### src/rtl/fifo_pkg.sv
// Shared constants and width helpers for the single-clock FIFO family.
package fifo_pkg;

  localparam int DEFAULT_DATA_W = 8;
  localparam int DEFAULT_DEPTH  = 16;

  // Ceiling log2. Returns 0 for n <= 1.
  function automatic int clog2(input int n);
    int r;
    int v;
    r = 0;
    v = n - 1;
    while (v > 0) begin
      r = r + 1;
      v = v >> 1;
    end
    return r;
  endfunction

  // Pointer and occupancy width: one extra bit so that DEPTH itself is
  // representable and full can be told apart from empty.
  function automatic int cnt_w(input int depth);
    return clog2(depth) + 1;
  endfunction

endpackage

### src/rtl/fifo_ram.sv
// DEPTH x DATA_W simple dual-port storage: synchronous write, asynchronous read.
module fifo_ram
  import fifo_pkg::*;
#(
  parameter int DATA_W = DEFAULT_DATA_W,
  parameter int DEPTH  = DEFAULT_DEPTH,
  parameter int AW     = clog2(DEPTH)
) (
  input  logic              clk,
  input  logic              wr_en,
  input  logic [AW-1:0]     wr_addr,
  input  logic [DATA_W-1:0] wr_data,
  input  logic [AW-1:0]     rd_addr,
  output logic [DATA_W-1:0] rd_data
);

  logic [DATA_W-1:0] mem [DEPTH];

  // Storage is intentionally not reset; the pointers define what is valid.
  always_ff @(posedge clk) begin
    if (wr_en) begin
      mem[wr_addr] <= wr_data;
    end
  end

  assign rd_data = mem[rd_addr];

endmodule

### src/rtl/sync_fifo_param.sv
// Single-clock parametrised FIFO with registered status flags, sticky
// overflow/underflow errors and an optional first-word-fall-through read port.
module sync_fifo_param
  import fifo_pkg::*;
#(
  parameter int DATA_W   = DEFAULT_DATA_W,
  parameter int DEPTH    = DEFAULT_DEPTH,
  parameter int AF_LEVEL = DEPTH - 2,
  parameter int AE_LEVEL = 2,
  parameter int FWFT     = 0
) (
  input  logic                      clk,
  input  logic                      rst,
  input  logic                      wr_en,
  input  logic [DATA_W-1:0]         wr_data,
  input  logic                      rd_en,
  output logic [DATA_W-1:0]         rd_data,
  output logic                      rd_valid,
  output logic                      fifo_Full,
  output logic                      fifo_Empty,
  output logic                      fifo_AlmostFull,
  output logic                      fifo_AlmostEmpty,
  output logic [cnt_w(DEPTH)-1:0]   fifo_Count,
  output logic                      overflow,
  output logic                      underflow,
  input  logic                      err_clr
);

  localparam int AW = clog2(DEPTH);
  localparam int CW = AW + 1;

  if (((DEPTH & (DEPTH - 1)) != 0) || (DEPTH < 4)) begin : g_bad_depth
    $error("sync_fifo_param: DEPTH must be a power of two and at least 4");
  end
  if (!((AE_LEVEL < AF_LEVEL) && (AF_LEVEL <= DEPTH))) begin : g_bad_levels
    $error("sync_fifo_param: thresholds must satisfy AE_LEVEL < AF_LEVEL <= DEPTH");
  end

  logic [CW-1:0]     wr_ptr_q;
  logic [CW-1:0]     rd_ptr_q;
  logic [CW-1:0]     count_q;
  logic [CW-1:0]     count_next;
  logic              full_q;
  logic              empty_q;
  logic              af_q;
  logic              ae_q;
  logic              ovf_q;
  logic              udf_q;
  logic              rd_acc;
  logic              wr_acc;
  logic [DATA_W-1:0] head_data;
  logic [DATA_W-1:0] rd_data_q;
  logic              rd_valid_q;

  // Acceptance: a write into a full FIFO is allowed only when a pop frees
  // the slot in the same cycle; a pop from an empty FIFO is always refused.
  always_comb begin
    rd_acc     = rd_en & ~empty_q;
    wr_acc     = wr_en & (~full_q | rd_acc);
    count_next = count_q + {{AW{1'b0}}, wr_acc} - {{AW{1'b0}}, rd_acc};
  end

  // Pointers, occupancy and status flags; flags come from count_next so they
  // are exact right after the edge.
  always_ff @(posedge clk) begin
    if (rst) begin
      wr_ptr_q <= '0;
      rd_ptr_q <= '0;
      count_q  <= '0;
      full_q   <= 1'b0;
      empty_q  <= 1'b1;
      af_q     <= 1'b0;
      ae_q     <= 1'b1;
    end else begin
      if (wr_acc) begin
        wr_ptr_q <= wr_ptr_q + 1'b1;
      end
      if (rd_acc) begin
        rd_ptr_q <= rd_ptr_q + 1'b1;
      end
      count_q <= count_next;
      full_q  <= (count_next == CW'(DEPTH));
      empty_q <= (count_next == '0);
      af_q    <= (count_next >= CW'(AF_LEVEL));
      ae_q    <= (count_next <= CW'(AE_LEVEL));
    end
  end

  // Sticky error bits; a new error event outranks a clear in the same cycle.
  always_ff @(posedge clk) begin
    if (rst) begin
      ovf_q <= 1'b0;
      udf_q <= 1'b0;
    end else begin
      ovf_q <= (wr_en & ~wr_acc) | (ovf_q & ~err_clr);
      udf_q <= (rd_en & empty_q) | (udf_q & ~err_clr);
    end
  end

  // Registered read port: capture the head on a pop, valid for one cycle.
  always_ff @(posedge clk) begin
    if (rst) begin
      rd_data_q  <= '0;
      rd_valid_q <= 1'b0;
    end else begin
      rd_valid_q <= rd_acc;
      if (rd_acc) begin
        rd_data_q <= head_data;
      end
    end
  end

  fifo_ram #(
    .DATA_W (DATA_W),
    .DEPTH  (DEPTH),
    .AW     (AW)
  ) u_ram (
    .clk     (clk),
    .wr_en   (wr_acc),
    .wr_addr (wr_ptr_q[AW-1:0]),
    .wr_data (wr_data),
    .rd_addr (rd_ptr_q[AW-1:0]),
    .rd_data (head_data)
  );

  // In FWFT mode the head word is presented directly and rd_en acts as an ack.
  assign rd_data          = (FWFT != 0) ? head_data : rd_data_q;
  assign rd_valid         = (FWFT != 0) ? ~empty_q  : rd_valid_q;
  assign fifo_Full        = full_q;
  assign fifo_Empty       = empty_q;
  assign fifo_AlmostFull  = af_q;
  assign fifo_AlmostEmpty = ae_q;
  assign fifo_Count       = count_q;
  assign overflow         = ovf_q;
  assign underflow        = udf_q;

endmodule
### config.mk
export PLATFORM = sky130hd
export DESIGN_NAME = sync_fifo_param
export DESIGN_NICKNAME = d
export VERILOG_FILES = /design/src/rtl/fifo_pkg.sv /design/src/rtl/fifo_ram.sv /design/src/rtl/sync_fifo_param.sv
export SDC_FILE = /design/constraint.sdc
export NUM_CORES = 1
export LEC_CHECK = 0
export ABC_AREA = 0
export CORE_MARGIN = 5
export CORE_UTILIZATION = 60
export DETAILED_ROUTE_END_ITERATION = 6
export PLACE_DENSITY = 0.84
export SETUP_SLACK_MARGIN = 0.2
export SLEW_MARGIN = 20
export SYNTH_ARGS = -nofsm -noshare
export SYNTH_HDL_FRONTEND = slang
export SYNTH_HIERARCHICAL = 1
export SYNTH_SLANG_ARGS = --single-unit
### constraint.sdc
create_clock -name clk -period 4.9 [get_ports clk]
set_input_delay 0.98 -clock clk [delete_from_list [all_inputs] [get_ports clk]]
set_output_delay 0.98 -clock clk [all_outputs]
set_load 0.005 [all_outputs]
==> parameters.txt, run 1 <==
Parameter                              Value

Synth
  Top-area cell type share of the netlist area    0.626
  Yosys synthesis warning count    6
  Distinct cells, synth    38
  Synth area leader    sky130_fd_sc_hd__edfxtp_1
  Synthesized net count    369
  Post-synth top cells    128 x sky130_fd_sc_hd__edfxtp_1, 30 x sky130_fd_sc_hd__nand2_1, 28 x sky130_fd_sc_hd__dfxtp_1, 27 x sky130_fd_sc_hd__nor2_1, 18 x sky130_fd_sc_hd__mux4_2
  Flip-flop cell with the highest count after synthesis    sky130_fd_sc_hd__edfxtp_1
  Synth top area cells    sky130_fd_sc_hd__edfxtp_1 63%, sky130_fd_sc_hd__dfxtp_1 9.1%, sky130_fd_sc_hd__mux4_2 6.6%
  Share of synthesized registers carrying an async set or reset    0
  Sequential area share after synthesis    0.717
  Mean post-synth cell area    17.7 um2
  Gate count of the mapped netlist    348
  Number of enable-type register cells in the synthesized netlist    128
  Most common cell in the synthesized netlist    sky130_fd_sc_hd__edfxtp_1
  Yosys reg bits    156
  Cell Area, Synth    6140 um2

Timing
  RSZ-0062 raised after global routing    false
  Tcrit/Tclk final    0.749
  Number of max-slew violations in the final report    0
  Maximum clock rate    0.272 GHz
  Final total negative setup slack    0 ps
  Clk_skew    8.45 ps
  Setup violation total in the final timing report    0
  Post-layout minimum cycle time    3670 ps
  Endpoints failing hold    0
  Least-Margin Pin Slew    984 ps
  Final hold slack    455 ps
  Max transition margin    0.342

Power
  Comb pwr share    0.174
  Leakage power summed over all cells    2.37 nW
  Sequential share of power    0.469
  Switching part of the total    0.268
  Power per unit of standard cell area    485 nW/um2
  Cell internal power dissipation    0.00253 W
  Proportion of power drawn by the clock network    0.358
  IR drop worst, VDD    0.213 mV
  Net switching component of the power    0.000926 W

Clock tree
  Number of buffers created by CTS    17
  CTS H-tree depth    4
  Clock-pin slew on the worst setup and hold paths    70 ps
  Clock Sink Count    156
  Number of post-CTS setup repair buffers    0
  Count of instances resized after the clock tree is built    0
  Clock latency reported for the late side of the worst-skew pair    520 ps
  Root buffer cell    sky130_fd_sc_hd__clkbuf_8
  Maximum count of clock buffers along a single path    2
  Number of buffers inserted by hold repair at cts    0
  Clock tree from TritonCTS    built

Floorplan
  Starting density of the core    0.606
  Std cell rows    37
  Core area    10100 um2
  Die height    111 um
  Count of boundary I/O pins    33
  Die Wd    111 um
  Total die area    12400 um2

Place
  Placer Congestion    0.772
  HPWL after detailed placement    7130 um
  Buffers on Ports    32

Routing
  Post-detailed-route count of antenna-violating nets    0
  Mean routed wirelength per cell    22.7 um
  DRC violation count after routing    0
  First-iteration detailed-routing DRC count    311
  Detail-routed via count per cell    6.16
  Drt total wl    12200 um
  Overall via count from detail_route    3312
  Pre-antenna DRT Iters    5

Critical path
  Kind of launch point of the worst setup path    primary input
  Path type of the worst setup path    in2reg
  Critical path capture point type    flip-flop
  Highest net fanout along the worst path    15
  Data arrival time at the worst-slack endpoint    4090 ps
  Data required time of the worst path    5320 ps

Min path
  Worst Hold Class    reg2reg

Global routing
  Initial antenna violation count    0
  Maximum number of pins on one net before global-route repair    36
  First-pass GRT wire length    18900 um
  Vias in the first global route    3276
  Remaining Overflow, GRT    0
  Global router's overall resource usage    0.206

Layout
  Number of diodes    0
  Final net count    410
  Area occupied by multi-input gates    1590 um2
  Sequential Area    4410 um2
  Area grow syn2layout    16.2%
  Core Util, Final    0.704
  Share of cells above drive strength 1    0.154
  Count of fill cells added during filler insertion    599

Outcome
  Status    complete, no violations

Flow run
  Max-Cap Viols    0
==> placed cells by master (no fill, tap or decap), types with 5 or more instances in the layout <==
cell                              Yosys  routed
sky130_fd_sc_hd__a21oi_1             12      12
sky130_fd_sc_hd__a22oi_1             17      17
sky130_fd_sc_hd__buf_4                1       5
sky130_fd_sc_hd__clkbuf_16            0      16
sky130_fd_sc_hd__clkdlybuf4s50_1      0      32
sky130_fd_sc_hd__dfxtp_1             28      26
sky130_fd_sc_hd__edfxtp_1           128     128
sky130_fd_sc_hd__ha_1                 7       7
sky130_fd_sc_hd__inv_1               11      11
sky130_fd_sc_hd__inv_6                0       6
sky130_fd_sc_hd__mux4_1              14      14
sky130_fd_sc_hd__mux4_2              18      18
sky130_fd_sc_hd__nand2_1             30      30
sky130_fd_sc_hd__nor2_1              27      27
sky130_fd_sc_hd__xnor2_1              6       6
==> registers in the layout (all words and copies together), names as in the netlist <==
| signal | flops |
|---|---|
| underflow | 1 |
| fifo_Count | 5 |
| wr_ptr_q | 4 |
| rd_ptr_q | 4 |
| fifo_Empty | 1 |
| rd_data | 8 |
| u_ram/mem | 128 |
| fifo_AlmostFull | 1 |
| fifo_AlmostEmpty | 1 |
| rd_valid | 1 |
| overflow | 1 |
| fifo_Full | 1 |
==> layer usage <==
metal  share of wire  global-route usage
met3           0.069              0.0508
met2            0.50               0.333
met4           0.032              0.0908
met1            0.40               0.268
met5               0                   0
==> logic make-up after synthesis <==
group / after synthesis / synth area share
flops: 156 / 0.717
fa+ha+maj: 8 / 0.0175
buf+inv: 26 / 0.0240
mux: 33 / 0.127
xor+xnor: 10 / 0.0143
simple gates: 78 / 0.0580
compound gates: 37 / 0.0418
==> path summary, 6_finish.rpt <==
path	endpoint	startpoint	slack [ps]	cells after the start
worst max-delay path	fifo_Full	rd_en	1230	11
worst min register to register	rd_data[7]	rd_data[7]	450	2
worst max register to register	fifo_Full	fifo_Empty	1680	10
worst min-delay path	rd_data[7]	rd_data[7]	450	2
==> power groups by stage <==
stage	combinational (W)	sequential, W	clock (W)
global placement	0.000568	0.00164	0
finish	0.000601	0.00162	0.00124
global route	0.000654	0.00164	0.00132
detailed placement	0.000594	0.00165	0
CTS	0.000603	0.00162	0.00125
floorplan	0.000431	0.00159	0
==> stage by stage <==
step / instance area (um2) / std cells / total power, W / setup WS, ps
floorplan: 6140 / 348 / 0.00202 / 1450
global placement: 6570 / 506 / 0.00221 / 815
detailed placement: 6570 / 506 / 0.00225 / 710
CTS: 7140 / 538 / 0.00348 / 1250
global route: 7140 / 538 / 0.00361 / 1050
finish: 7140 / 538 / 0.00346 / 1230
==> area by class of cell <==
type / count / share of cell area
clock buffers: 17 / 0.0580
clock inverters: 15 / 0.0214
inverters: 11 / 0.00579
multi-input cells: 166 / 0.223
flip-flops and latches: 156 / 0.618
well taps: 136 / 0.0238
repair buffers: 37 / 0.0501
==> worst max-delay path, cell delays in order <==
cell                              delay (ps)
sky130_fd_sc_hd__clkdlybuf4s50_1         420
sky130_fd_sc_hd__nand2b_1                390
sky130_fd_sc_hd__inv_1                   330
sky130_fd_sc_hd__ha_1                    370
sky130_fd_sc_hd__inv_1                    40
sky130_fd_sc_hd__ha_1                    200
sky130_fd_sc_hd__fa_1                    430
sky130_fd_sc_hd__a21o_2                  230
sky130_fd_sc_hd__a21oi_1                 180
sky130_fd_sc_hd__xnor2_1                 240
sky130_fd_sc_hd__and4bb_2                280
(Power assumes the default switching activity.)
==> run 2: changes to the inputs <==
Settings changed: CORE_UTILIZATION 60 to 53, PLACE_DENSITY 0.84 to 0.79.
Clock period 4.9 ns to 3 ns, I/O delays scaled along.
==> run 2 against run 1 <==
Against the previous run:
- wire length grew 0.72%
- clock skew hardly changed
- sequential power rose by 59%
- cell area grew 3.8%
- core utilization shrank 5.3 points
- non-clock buffer count up 21
- combinational power increased by 100%
- sequential share of layout area down 2.3 points
- die area up 12%
- flip-flop and latch count unchanged
- first-iteration DRC count is 15% higher
- highest routed layer unchanged
==> parameters.txt, run 2 (synthesis results as in run 1) <==
Parameter                              Value

Outcome
  Status    complete, no violations

Floorplan
  Core area    11400 um2
  Total die area    13800 um2
  Die Wd    118 um
  Die height    118 um
  Count of boundary I/O pins    33
  Std cell rows    39
  Starting density of the core    0.540

Critical path
  Highest net fanout along the worst path    4
  Data arrival time at the worst-slack endpoint    3040 ps
  Critical path capture point type    flip-flop
  Launching point of the worst reg2reg path    fifo_Empty
  Kind of launch point of the worst setup path    primary input
  Data required time of the worst path    3320 ps
  Path type of the worst setup path    in2reg
  Critical path origin    rd_en

Clock tree
  Number of post-CTS setup repair buffers    0
  Maximum count of clock buffers along a single path    2
  Clock latency reported for the late side of the worst-skew pair    430 ps
  Number of buffers created by CTS    17
  Number of buffers inserted by hold repair at cts    0
  Root buffer cell    sky130_fd_sc_hd__clkbuf_16
  Clock Sink Count    156
  Clock-pin slew on the worst setup and hold paths    70 ps
  CTS H-tree depth    4
  Clock tree from TritonCTS    built

Place
  Placed cell count    534
  HPWL after detailed placement    7390 um
  Post-placement cell area    6760 um2
  Placer Congestion    0.817
  Buffers on Ports    32

Routing
  Post-detailed-route count of antenna-violating nets    0
  Detail-routed via count per cell    5.97
  Overall via count from detail_route    3380
  Mean routed wirelength per cell    21.7 um
  First-iteration detailed-routing DRC count    358
  DRC violation count after routing    0
  Drt total wl    12300 um
  Pre-antenna DRT Iters    5

Layout
  Final net count    431
  Number of diodes    0
  Share of cells above drive strength 1    0.206
  Area grow syn2layout    20.5%
  Final non-filler cell total    566
  Commonest cells after routing, fill and taps aside    128 x sky130_fd_sc_hd__edfxtp_1, 32 x sky130_fd_sc_hd__clkdlybuf4s50_1, 30 x sky130_fd_sc_hd__nand2_1
  Top reg by flops    u_ram/mem
  Commonest non-fill, non-tap cell in the layout    sky130_fd_sc_hd__edfxtp_1
  Design area    7400 um2
  Core Util, Final    0.651
  Max reg flops    128

Timing
  Number of max-slew violations in the final report    0
  Max transition margin    0.515
  Tcrit/Tclk final    0.905
  Maximum clock rate    0.368 GHz
  Endpoints failing hold    0
  Least-Margin Pin Slew    726 ps
  Post-layout minimum cycle time    2720 ps
  Clk_skew    8.92 ps
  Setup violation total in the final timing report    0
  RSZ-0062 raised after global routing    false
  Final total negative setup slack    0 ps
  Final hold slack    460 ps

Power
  IR drop worst, VDD    0.836 mV
  Power per unit of standard cell area    816 nW/um2
  Leakage power summed over all cells    2.51 nW

Global routing
  Initial antenna violation count    0
  Global router's overall resource usage    0.184
  Remaining Overflow, GRT    0
  First-pass GRT wire length    19100 um
  Vias in the first global route    3366
  Maximum number of pins on one net before global-route repair    36

Flow run
  Max-Cap Viols    0

Min path
  Source of the worst hold timing path    rd_data[2]
  Worst Hold Class    reg2reg
## run 2: cell type report
class / instances / area, um2
clock inverter: 15 / 199
sequential: 156 / 4410
clock buffer: 17 / 425
timing repair buffer: 58 / 528
fill: 718 / 3970
multi-input combinational: 166 / 1630
inverter: 11 / 41.3
tap: 143 / 179
## run 2: repair_timing
item / 4_1_cts / 5_1_grt
gates resized for setup: 1 / 2
hold endpoints to repair: 0 / 0
setup endpoints to repair: 2 / 5
pin swaps: 1 / 2
## run 2: layer usage
layer | vias to the layer above | routed length, um | track usage
met4 | 0 | 235 | 0.0566
li1 | 1492 | - | -
met2 | 168 | 6210 | 0.293
met5 | - | 0 | 0
met1 | 1700 | 4740 | 0.237
met3 | 20 | 1100 | 0.0673
## run 2: stage by stage
stage / setup slack [ps] / total power (W)
2_1_floorplan: 214 / 0.00332
3_3_place_gp: -190 / 0.00373
3_5_place_dp: -244 / 0.00377
4_1_cts: 220 / 0.00603
5_1_grt: 194 / 0.00630
6_report: 284 / 0.00604
## run 2: final timing paths
path / endpoint / slack, ps / cells past startpoint
max reg2reg: fifo_Full / 490 / 11
min: rd_data[2] / 460 / 2
max: fifo_Full / 280 / 12
min reg2reg: rd_data[2] / 460 / 2
## run 2: power by group
group	internal, W	switching, W	total, W
combinational	0.000635	0.000576	0.00121
sequential	0.00249	0.0000864	0.00257
clock	0.00134	0.000920	0.00226
## run 2: worst max-delay path: stages
cell and delay (ps):
sky130_fd_sc_hd__clkdlybuf4s50_1 490, sky130_fd_sc_hd__nand2b_2 100, sky130_fd_sc_hd__a21oi_4 140, sky130_fd_sc_hd__inv_1 60
sky130_fd_sc_hd__ha_1 260, sky130_fd_sc_hd__inv_1 40, sky130_fd_sc_hd__ha_1 200, sky130_fd_sc_hd__fa_2 350
sky130_fd_sc_hd__a21o_2 240, sky130_fd_sc_hd__a21oi_4 140, sky130_fd_sc_hd__xnor2_2 160, sky130_fd_sc_hd__and4bb_2 260
==> run 3: changes to the inputs <==
Settings changed: CORE_ASPECT_RATIO from default to 1.4, CORE_UTILIZATION 53 to 56, DONT_BUFFER_PORTS from default to 1, PLACE_DENSITY 0.79 to 0.78.
==> run 3 against run 2 <==
Against the previous run:
- flip-flop and latch count stayed put
- critical endpoint unchanged
- cell area fell by 5.4%
- clock power decreased by 9.3%
- largest cell class unchanged
==> parameters.txt, run 3 (synthesis results as in run 1) <==
Parameter                              Value

Timing
  Post-layout minimum cycle time    2610 ps
  Setup violation total in the final timing report    0
  Max transition margin    0.581
  Maximum clock rate    0.384 GHz
  Final total negative setup slack    0 ps
  RSZ-0062 raised after global routing    false
  Number of max-slew violations in the final report    0
  Least-Margin Pin Slew    627 ps
  Endpoints failing hold    0
  Clk_skew    7.73 ps
  Tcrit/Tclk final    0.869

Layout
  Share of cells above drive strength 1    0.211
  Commonest non-fill, non-tap cell in the layout    sky130_fd_sc_hd__edfxtp_1
  Max reg flops    128
  Design area    7000 um2
  Commonest cells after routing, fill and taps aside    128 x sky130_fd_sc_hd__edfxtp_1, 30 x sky130_fd_sc_hd__nand2_1, 27 x sky130_fd_sc_hd__nor2_1, 27 x sky130_fd_sc_hd__dfxtp_1, 24 x sky130_fd_sc_hd__buf_4
  Area grow syn2layout    14.0%
  Number of diodes    0
  Top reg by flops    u_ram/mem
  Core Util, Final    0.648
  Final net count    397

Critical path
  Cell type of the slowest stage on the worst timing path    sky130_fd_sc_hd__fa_2
  Largest stage delay on the critical path    380 ps
  Kind of launch point of the worst setup path    flip-flop
  Ordered cell list for the critical path    nand2b_2, a21oi_4, inv_1, ha_1, inv_1, ha_1, fa_2, a21o_2, a21oi_2, xnor2_2, and4bb_2
  Critical path capture point type    flip-flop
  Highest net fanout along the worst path    5
  Path type of the worst setup path    reg2reg
  Data required time of the worst path    3310 ps
  Data arrival time at the worst-slack endpoint    2910 ps

Routing
  Drt total wl    11300 um
  DRC violation count after routing    0
  First-iteration detailed-routing DRC count    268
  Mean routed wirelength per cell    21.4 um
  Overall via count from detail_route    3155
  Detail-routed via count per cell    5.95
  Pre-antenna DRT Iters    5
  Post-detailed-route count of antenna-violating nets    0

Floorplan
  Std cell rows    45
  Total die area    13200 um2
  Starting density of the core    0.568
  Die Wd    98.5 um
  Die height    134 um
  Count of boundary I/O pins    33
  Core area    10800 um2

Clock tree
  Maximum count of clock buffers along a single path    2
  Number of buffers created by CTS    17
  Root buffer cell    sky130_fd_sc_hd__clkbuf_16
  Clock Sink Count    156
  Number of post-CTS setup repair buffers    0
  CTS H-tree depth    4
  Count of instances resized after the clock tree is built    0
  Clock latency reported for the late side of the worst-skew pair    410 ps
  Clock tree from TritonCTS    built
  Number of buffers inserted by hold repair at cts    0
  Clock-pin slew on the worst setup and hold paths    60 ps

Global routing
  Remaining Overflow, GRT    0
  Initial antenna violation count    0
  Global router's overall resource usage    0.185
  First-pass GRT wire length    17900 um
  Maximum number of pins on one net before global-route repair    36
  Vias in the first global route    3320

Power
  Switching part of the total    0.255
  Sequential share of power    0.466
  IR drop worst, VDD    0.513 mV
  Proportion of power drawn by the clock network    0.366
  Cell internal power dissipation    0.00416 W
  Comb pwr share    0.168
  Power per unit of standard cell area    798 nW/um2
  Leakage power summed over all cells    2.37 nW
  Net switching component of the power    0.00143 W

Place
  Placer Congestion    0.795
  Post-placement cell area    6410 um2
  HPWL after detailed placement    7470 um
  Buffers on Ports    0

Flow run
  Max-Cap Viols    0

Min path
  Worst Hold Class    in2reg

Outcome
  Status    complete, no violations
run 3: area by class of cell:
class / instances / area [um2]
Tap cell: 141 / 176
Clock inverter: 10 / 71.3
Clock buffer: 22 / 508
Inverter: 11 / 41.3
Multi-Input combinational cell: 166 / 1620
Timing Repair Buffer: 24 / 180
Fill cell: 737 / 3810
Sequential cell: 156 / 4410
run 3: per-stage QoR:
step / total power [W] / std cells / worst slack (ps) / hold slack [ps]
2_1_floorplan: 0.00332 / 348 / 214 / 453
3_3_place_gp: 0.00350 / 498 / 261 / 463
3_5_place_dp: 0.00355 / 498 / 188 / 465
4_1_cts: 0.00560 / 530 / 305 / 227
5_1_grt: 0.00582 / 530 / 265 / 214
6_report: 0.00559 / 530 / 393 / 244
run 3: critical path: cells and delay by family, from the launching register on:
| family | cells | cell delay (ps) |
|---|---|---|
| buffers and inverters | 2 | 90 |
| AO/OA/AOI/OAI | 3 | 550 |
| XOR/XNOR | 1 | 180 |
| flip-flops | 1 | 330 |
| adder cells (fa/ha/maj) | 3 | 840 |
| AND/OR/NAND/NOR | 2 | 510 |
run 3: power by group through the flow:
stage	Sequential (W)	Combinational [W]	Clock, W
4_1_cts	0.00261	0.000904	0.00208
3_5_place_dp	0.00266	0.000892	0
3_3_place_gp	0.00265	0.000852	0
5_1_grt	0.00263	0.00100	0.00219
6_report	0.00260	0.000937	0.00205
2_1_floorplan	0.00261	0.000713	0
run 3: worst paths after layout:
path | from | endpoint | slack [ps] | cells past startpoint
setup reg to reg | fifo_Empty | fifo_Full | 390 | 11
setup / recovery | fifo_Empty | fifo_Full | 390 | 11
hold reg to reg | rd_data[0] | rd_data[0] | 470 | 2
hold / removal | rst | rd_ptr_q[0] | 240 | 1
run 3: routing by layer:
metal	vias up	part of all wire	GRT usage
met3	18	0.059	0.0525
met4	0	0.023	0.0850
met1	1601	0.37	0.210
li1	1425	-	-
met2	111	0.55	0.323
met5	-	0	0
